## src/rtl/mem_pkg.sv

```systemverilog
// Shared types and constants for the byte-serial memory controller.
package mem_pkg;

    localparam int unsigned BYTE_W = 8;
    localparam int unsigned WORD_W = 32;
    localparam int unsigned NBYTES = WORD_W / BYTE_W;

    localparam logic [1:0] SIZE_B = 2'd0;
    localparam logic [1:0] SIZE_H = 2'd1;
    localparam logic [1:0] SIZE_W = 2'd2;

    // Address bits [IO_BIT:IO_BIT-1] equal to this select IO space.
    localparam logic [1:0] IO_SPACE = 2'b11;
    // Low bits of a 32-bit (non-compressed) instruction.
    localparam logic [1:0] INSN_FULL = 2'b11;

    typedef enum logic [1:0] {
        IDLE,
        IF_RD,
        LS_RD,
        LS_WR
    } state_t;

    // Index of the final byte beat for an LSB access size.
    function automatic logic [1:0] last_beat(input logic [1:0] size);
        case (size)
            SIZE_B:  return 2'd0;
            SIZE_H:  return 2'd1;
            SIZE_W:  return 2'd3;
            default: return 2'd3;
        endcase
    endfunction

endpackage

```

## src/rtl/mem_ctrl.sv

```systemverilog
// Byte-serial RAM/IO bus controller arbitrating the fetch stage and the
// load/store buffer; assembles little-endian words from 1, 2 or 4 beats.
module mem_ctrl
    import mem_pkg::*;
#(
    parameter int unsigned IO_BIT = 17
) (
    input  logic                clk_in,
    input  logic                rst_in,
    input  logic                rdy_in,
    input  logic                clear,

    input  logic [BYTE_W-1:0]   mem_din,
    input  logic                io_buffer_full,
    output logic [BYTE_W-1:0]   mem_dout,
    output logic [WORD_W-1:0]   mem_a,
    output logic                mem_wr,

    input  logic                if_req,
    input  logic [WORD_W-1:0]   if_addr,
    output logic                if_done,
    output logic [WORD_W-1:0]   if_data,

    input  logic                lsb_req,
    input  logic                lsb_wr,
    input  logic [WORD_W-1:0]   lsb_addr,
    input  logic [1:0]          lsb_size,
    input  logic [WORD_W-1:0]   lsb_wdata,
    output logic                lsb_done,
    output logic [WORD_W-1:0]   lsb_rdata
);

    state_t                         state;
    logic [1:0]                     cnt;
    logic [1:0]                     last;
    logic                           started;
    logic                           wr_q;
    logic [NBYTES-1:0][BYTE_W-1:0]  rbuf;
    logic [NBYTES-1:0][BYTE_W-1:0]  wbuf;
    logic [NBYTES-1:0][BYTE_W-1:0]  assembled;

    logic is_io_c;
    logic io_stall_c;
    logic rvc_now_c;
    logic rvc_done_c;
    logic finish_c;
    logic adv_c;

    // Completed read word including the byte arriving on this edge.
    always_comb begin
        assembled      = rbuf;
        assembled[cnt] = mem_din;
    end

    assign is_io_c    = (mem_a[IO_BIT -: 2] == IO_SPACE);
    assign io_stall_c = (state == LS_WR) && is_io_c && io_buffer_full;
    // A full IO buffer must never see a write strobe, so the gate is immediate.
    assign mem_wr     = wr_q && !io_stall_c;

    // Byte 0 of a fetch is visible on mem_din at the first capture edge,
    // which is early enough to avoid issuing a third address.
    assign rvc_now_c  = (state == IF_RD) && (cnt == 2'd0) && (mem_din[1:0] != INSN_FULL);
    assign rvc_done_c = (state == IF_RD) && (cnt == 2'd1) && (rbuf[0][1:0] != INSN_FULL);
    assign finish_c   = started && ((cnt == last) || rvc_done_c);
    assign adv_c      = started ? (((3'(cnt) + 3'd2) <= 3'(last)) && !rvc_now_c)
                                : (last != 2'd0);

    // Arbitration, beat sequencing and registered completion.
    always_ff @(posedge clk_in or posedge rst_in) begin
        if (rst_in) begin
            state     <= IDLE;
            cnt       <= '0;
            last      <= '0;
            started   <= 1'b0;
            wr_q      <= 1'b0;
            rbuf      <= '0;
            wbuf      <= '0;
            mem_a     <= '0;
            mem_dout  <= '0;
            if_done   <= 1'b0;
            lsb_done  <= 1'b0;
            if_data   <= '0;
            lsb_rdata <= '0;
        end else if (rdy_in) begin
            if_done  <= 1'b0;
            lsb_done <= 1'b0;
            case (state)
                IDLE: begin
                    if (!clear && !if_done && !lsb_done && (lsb_req || if_req)) begin
                        cnt     <= '0;
                        started <= 1'b0;
                        rbuf    <= '0;
                        if (lsb_req) begin
                            mem_a <= lsb_addr;
                            last  <= last_beat(lsb_size);
                            wr_q  <= lsb_wr;
                            if (lsb_wr) begin
                                wbuf     <= lsb_wdata;
                                mem_dout <= lsb_wdata[BYTE_W-1:0];
                                state    <= LS_WR;
                            end else begin
                                state    <= LS_RD;
                            end
                        end else begin
                            mem_a <= if_addr;
                            last  <= 2'd3;
                            wr_q  <= 1'b0;
                            state <= IF_RD;
                        end
                    end
                end

                IF_RD, LS_RD: begin
                    if (clear) begin
                        state <= IDLE;
                        wr_q  <= 1'b0;
                    end else begin
                        started <= 1'b1;
                        if (started) begin
                            rbuf[cnt] <= mem_din;
                        end
                        if (finish_c) begin
                            state <= IDLE;
                            if (state == IF_RD) begin
                                if_done <= 1'b1;
                                if_data <= assembled;
                            end else begin
                                lsb_done  <= 1'b1;
                                lsb_rdata <= assembled;
                            end
                        end else begin
                            if (started) begin
                                cnt <= cnt + 2'd1;
                            end
                            if (adv_c) begin
                                mem_a <= mem_a + 32'd1;
                            end
                        end
                    end
                end

                // Stores are committed, so clear does not interrupt them.
                LS_WR: begin
                    if (!io_stall_c) begin
                        if (cnt == last) begin
                            state    <= IDLE;
                            wr_q     <= 1'b0;
                            lsb_done <= 1'b1;
                        end else begin
                            cnt      <= cnt + 2'd1;
                            mem_a    <= mem_a + 32'd1;
                            mem_dout <= wbuf[cnt + 2'd1];
                        end
                    end
                end

                default: begin
                    state <= IDLE;
                    wr_q  <= 1'b0;
                end
            endcase
        end
    end

endmodule

```

## config.mk

```make
export PLATFORM = sky130hd
export DESIGN_NAME = mem_ctrl
export DESIGN_NICKNAME = d
export VERILOG_FILES = /design/src/rtl/mem_pkg.sv /design/src/rtl/mem_ctrl.sv
export SDC_FILE = /design/constraint.sdc
export NUM_CORES = 1
export LEC_CHECK = 0
export ABC_AREA = 1
export BUFFER_PORTS_ARGS = -buffer_cell sky130_fd_sc_hd__buf_2
export CORE_AREA = 2 2 154 156
export CTS_CLUSTER_DIAMETER = 30
export CTS_CLUSTER_SIZE = 28
export DETAILED_ROUTE_END_ITERATION = 10
export DIE_AREA = 0 0 156 158
export PLACE_DENSITY = 0.69
export SLEW_MARGIN = 20
export SYNTH_ARGS = -nofsm -noshare
export SYNTH_HDL_FRONTEND = slang
export SYNTH_SLANG_ARGS = --single-unit
```

## constraint.sdc

```tcl
create_clock -name clk_in -period 8.5 [get_ports clk_in]
set_clock_uncertainty 0.1 [all_clocks]
set_input_delay 1.7 -clock clk_in [delete_from_list [all_inputs] [get_ports clk_in]]
set_output_delay 1.7 -clock clk_in [all_outputs]
set_load 0.05 [all_outputs]
```

==> results.cfg <==
[status]
status = finished clean

[global_route]
grt_pass1_wl_um = 38450
grt_max_degree = 105
grt.overflow.total = 0
antenna_found_initial = 0
grt_pass1_vias = 7407
track_usage_pct = 19.66

[sta]
drv_slew = 0
tightest_slew_ps = 1007
rsz0062_at_grt = false
final-setup-viol-count = 0
fin_crit_ps = 4102
fin_setup_tns_ps = 0
fmax_ghz = 0.2438
post-route-period-util_pct = 48.26
slew-limit-headroom_pct = 32.85
worst_slack_ps = 4398
hold_violations = 0
hold_ws_ps = 376.3

[synth]
synth_cell_type_count = 39
synthSimpleGateAreaFrac_pct = 23.57
synth_largest_area_cell = dfrtp_1
yosysWarnings = 0
synth-adder-area-share_pct = 1.390
synth_top_family_by_area = simple AND/OR/NAND/NOR gates
syn_nets = 1232
yosys_most_used_dff = dfrtp_1
async_reset_ff_share_pct = 100.0
syn_area_um2 = 9002
synth_top_cell_area_share_pct = 49.48
synthXorXnorAreaFrac_pct = 0.4864
synth_compound_area_share_pct = 16.36
avgSynthCellArea_um2 = 8.125
yosys-top-cells-area = dfrtp_1 (49%), nand2_1 (14%), o21ai_0 (5.6%)
ys_seq_area_share_pct = 49.48
synth.mux.area_fraction_pct = 3.002
syn-instance-count = 1108
yosys_register_bits = 178
synth-edff-count = 0

[finish]
fin_nets = 1423
area_growth_syn_to_layout_pct = 20.15
drive_gt1_share_pct = 23.17
instances_no_fill = 1602
stdcell_area_um2 = 10820
diodes = 0

[clock_network]
clkLatencyLatePin_ps = 430
clockRootBuffer = clkbuf_16
post_cts.repair.setup_buffers = 0
hold_buffers = 0
clock_path_buffers = 2
cts_tree = yes
clkTransAtPathRegs_ps = 70
htreeDepth = 4
cts_sinks = 178
numCtsBuffers = 17
cts_resized = 0

[detailed_routing]
first_pass_iters = 5
met3_length_um = 1232
top_layer_used = met4
wl_um = 24000
num_vias = 8012
drc = 0
via_per_inst = 5.001
drtIter0Drc = 502
drt-met1-wl_um = 11650
antenna_left = 0
avgRoutedWirePerCell_um = 14.98
dr_wl_met2_um = 10750

[setup_path]
arrival_ps = 2300
worstPathCellList = buf_2, nand2_1, nor2_1, nor2_1, buf_2
critPathKind = input pin to primary output
cpMaxStageDelayCell = buf_2
crit_path_start_kind = input pin
worst_setup_path_end_kind = primary output
max_stage_delay_ps = 210
crit_required_ps = 6700
cp_max_fo = 3

[placed_design]
dp.cells = 1570
placed_cell_area_um2 = 10250
place_hpwl_um = 17020
place_congestion = 0.8903
pre_cts_slack_ps = 4398
port_buffers = 220

[floorplan]
coreArea_um2 = 23050
initial_core_util_pct = 39.05
die_area_um2 = 24650
rows = 56
ios = 221
fp.dieH_um = 158
dieWidth_um = 156

[pwr]
power_per_cell_area_nw_per_um2 = 413.3
p_leak_uw = 0.005388
ir_worst_vdd_mv = 0.2047

[min_path]
hold_class = flip-flop to flip-flop

[job]
max-cap-violations = 0
==> worst paths after layout <==
path | startpoint | slack [ps] | depth (start not counted) | end
setup / recovery | io_buffer_full | 4400 | 5 | mem_wr
hold / removal | if_data[23] | 380 | 2 | if_data[23]
setup reg to reg | cnt[0] | 4710 | 8 | mem_a[2]
hold reg to reg | if_data[23] | 380 | 2 | if_data[23]
max in group asynchronous | rst_in | 5440 | 3 | mem_a[8]
min in group asynchronous | rst_in | 1350 | 2 | lsb_rdata[0]
==> where the power goes <==
group | internal (µW) | total [µW] | switching, µW
Combinational | 593 | 2240 | 1650
Clock | 417 | 770 | 353
Sequential | 1200 | 1460 | 263
==> registers in the layout (all words and copies together) (netlist names) <==
register and count:
cnt 2, state 2, wbuf 32, last 2, started 1, wr_q 1
lsb_rdata 32, rbuf 32, if_data 32, mem_a 32, if_done 1, lsb_done 1
mem_dout 8
==> critical path, delay by kind of cell <==
family                 cells  cell delay, ps
buffers and inverters      2             290
AND/OR/NAND/NOR            3             310
==> synthesized netlist by cell type, drive strengths merged (4+ instances only) <==
master and count:
xor2 4, a22oi 18, buf 24, ha 10, nor3 5, o31ai 35, clkbuf 29, nand2 339
o211ai 9, dfrtp 178, a21oi 65, nand3 38, mux2 24, o21ai 112, inv 63, a22o 12
nor2 132
==> metal layers <==
metal  vias to the layer above  global-route usage (%)
li1                       4065                       -
met1                      3693                   27.83
met2                       226                   30.34
met3                        28                   4.243
met4                         0                   5.898
met5                         -                       0
==> cell families (layout without fill, tap and decap cells) <==
logic type      Yosys count  count (layout)
compound gates          253             253
xor+xnor                  5               5
fa+ha+maj                10              10
buf+inv                 118             322
flops                   178             178
mux                      24              24
simple gates            520             520
==> per-stage QoR <==
stage / utilization [%] / total power [µW]
CTS: 46.90 / 4512
floorplan: - / 3161
global route: 46.92 / 4804
global placement: 44.45 / 3677
detailed placement: 44.45 / 3729
finish: 46.92 / 4470
==> layout by cell type (no fill, tap or decap), types with 2 or more instances in the layout <==
master       n
nor3_1       4
ha_1        10
a21oi_1     65
clkinv_2     5
dfrtp_1    178
nand2_2      2
o31ai_1     35
buf_2      220
buf_4        5
mux2_2      24
o211ai_1     9
nor2_1     126
o21ai_1     12
nor2_2       2
inv_6        7
nand3_2      3
inv_2        4
a22oi_1     18
xor2_1       4
clkbuf_16   17
o21ai_0    100
nand3_1     34
clkinv_1     2
inv_1       58
nand2_1    337
nor2_4       3
a22o_1      12
==> area by class of cell <==
type / instances / area (µm²)
tap: 290 / 362.8
sequential: 178 / 4454
timing repair buffer: 225 / 1139
clock buffer: 18 / 439.2
fill: 2255 / 12240
clock inverter: 14 / 126.4
multi-input combinational: 812 / 4046
inverter: 65 / 249.0
(Power assumes the default switching activity.)
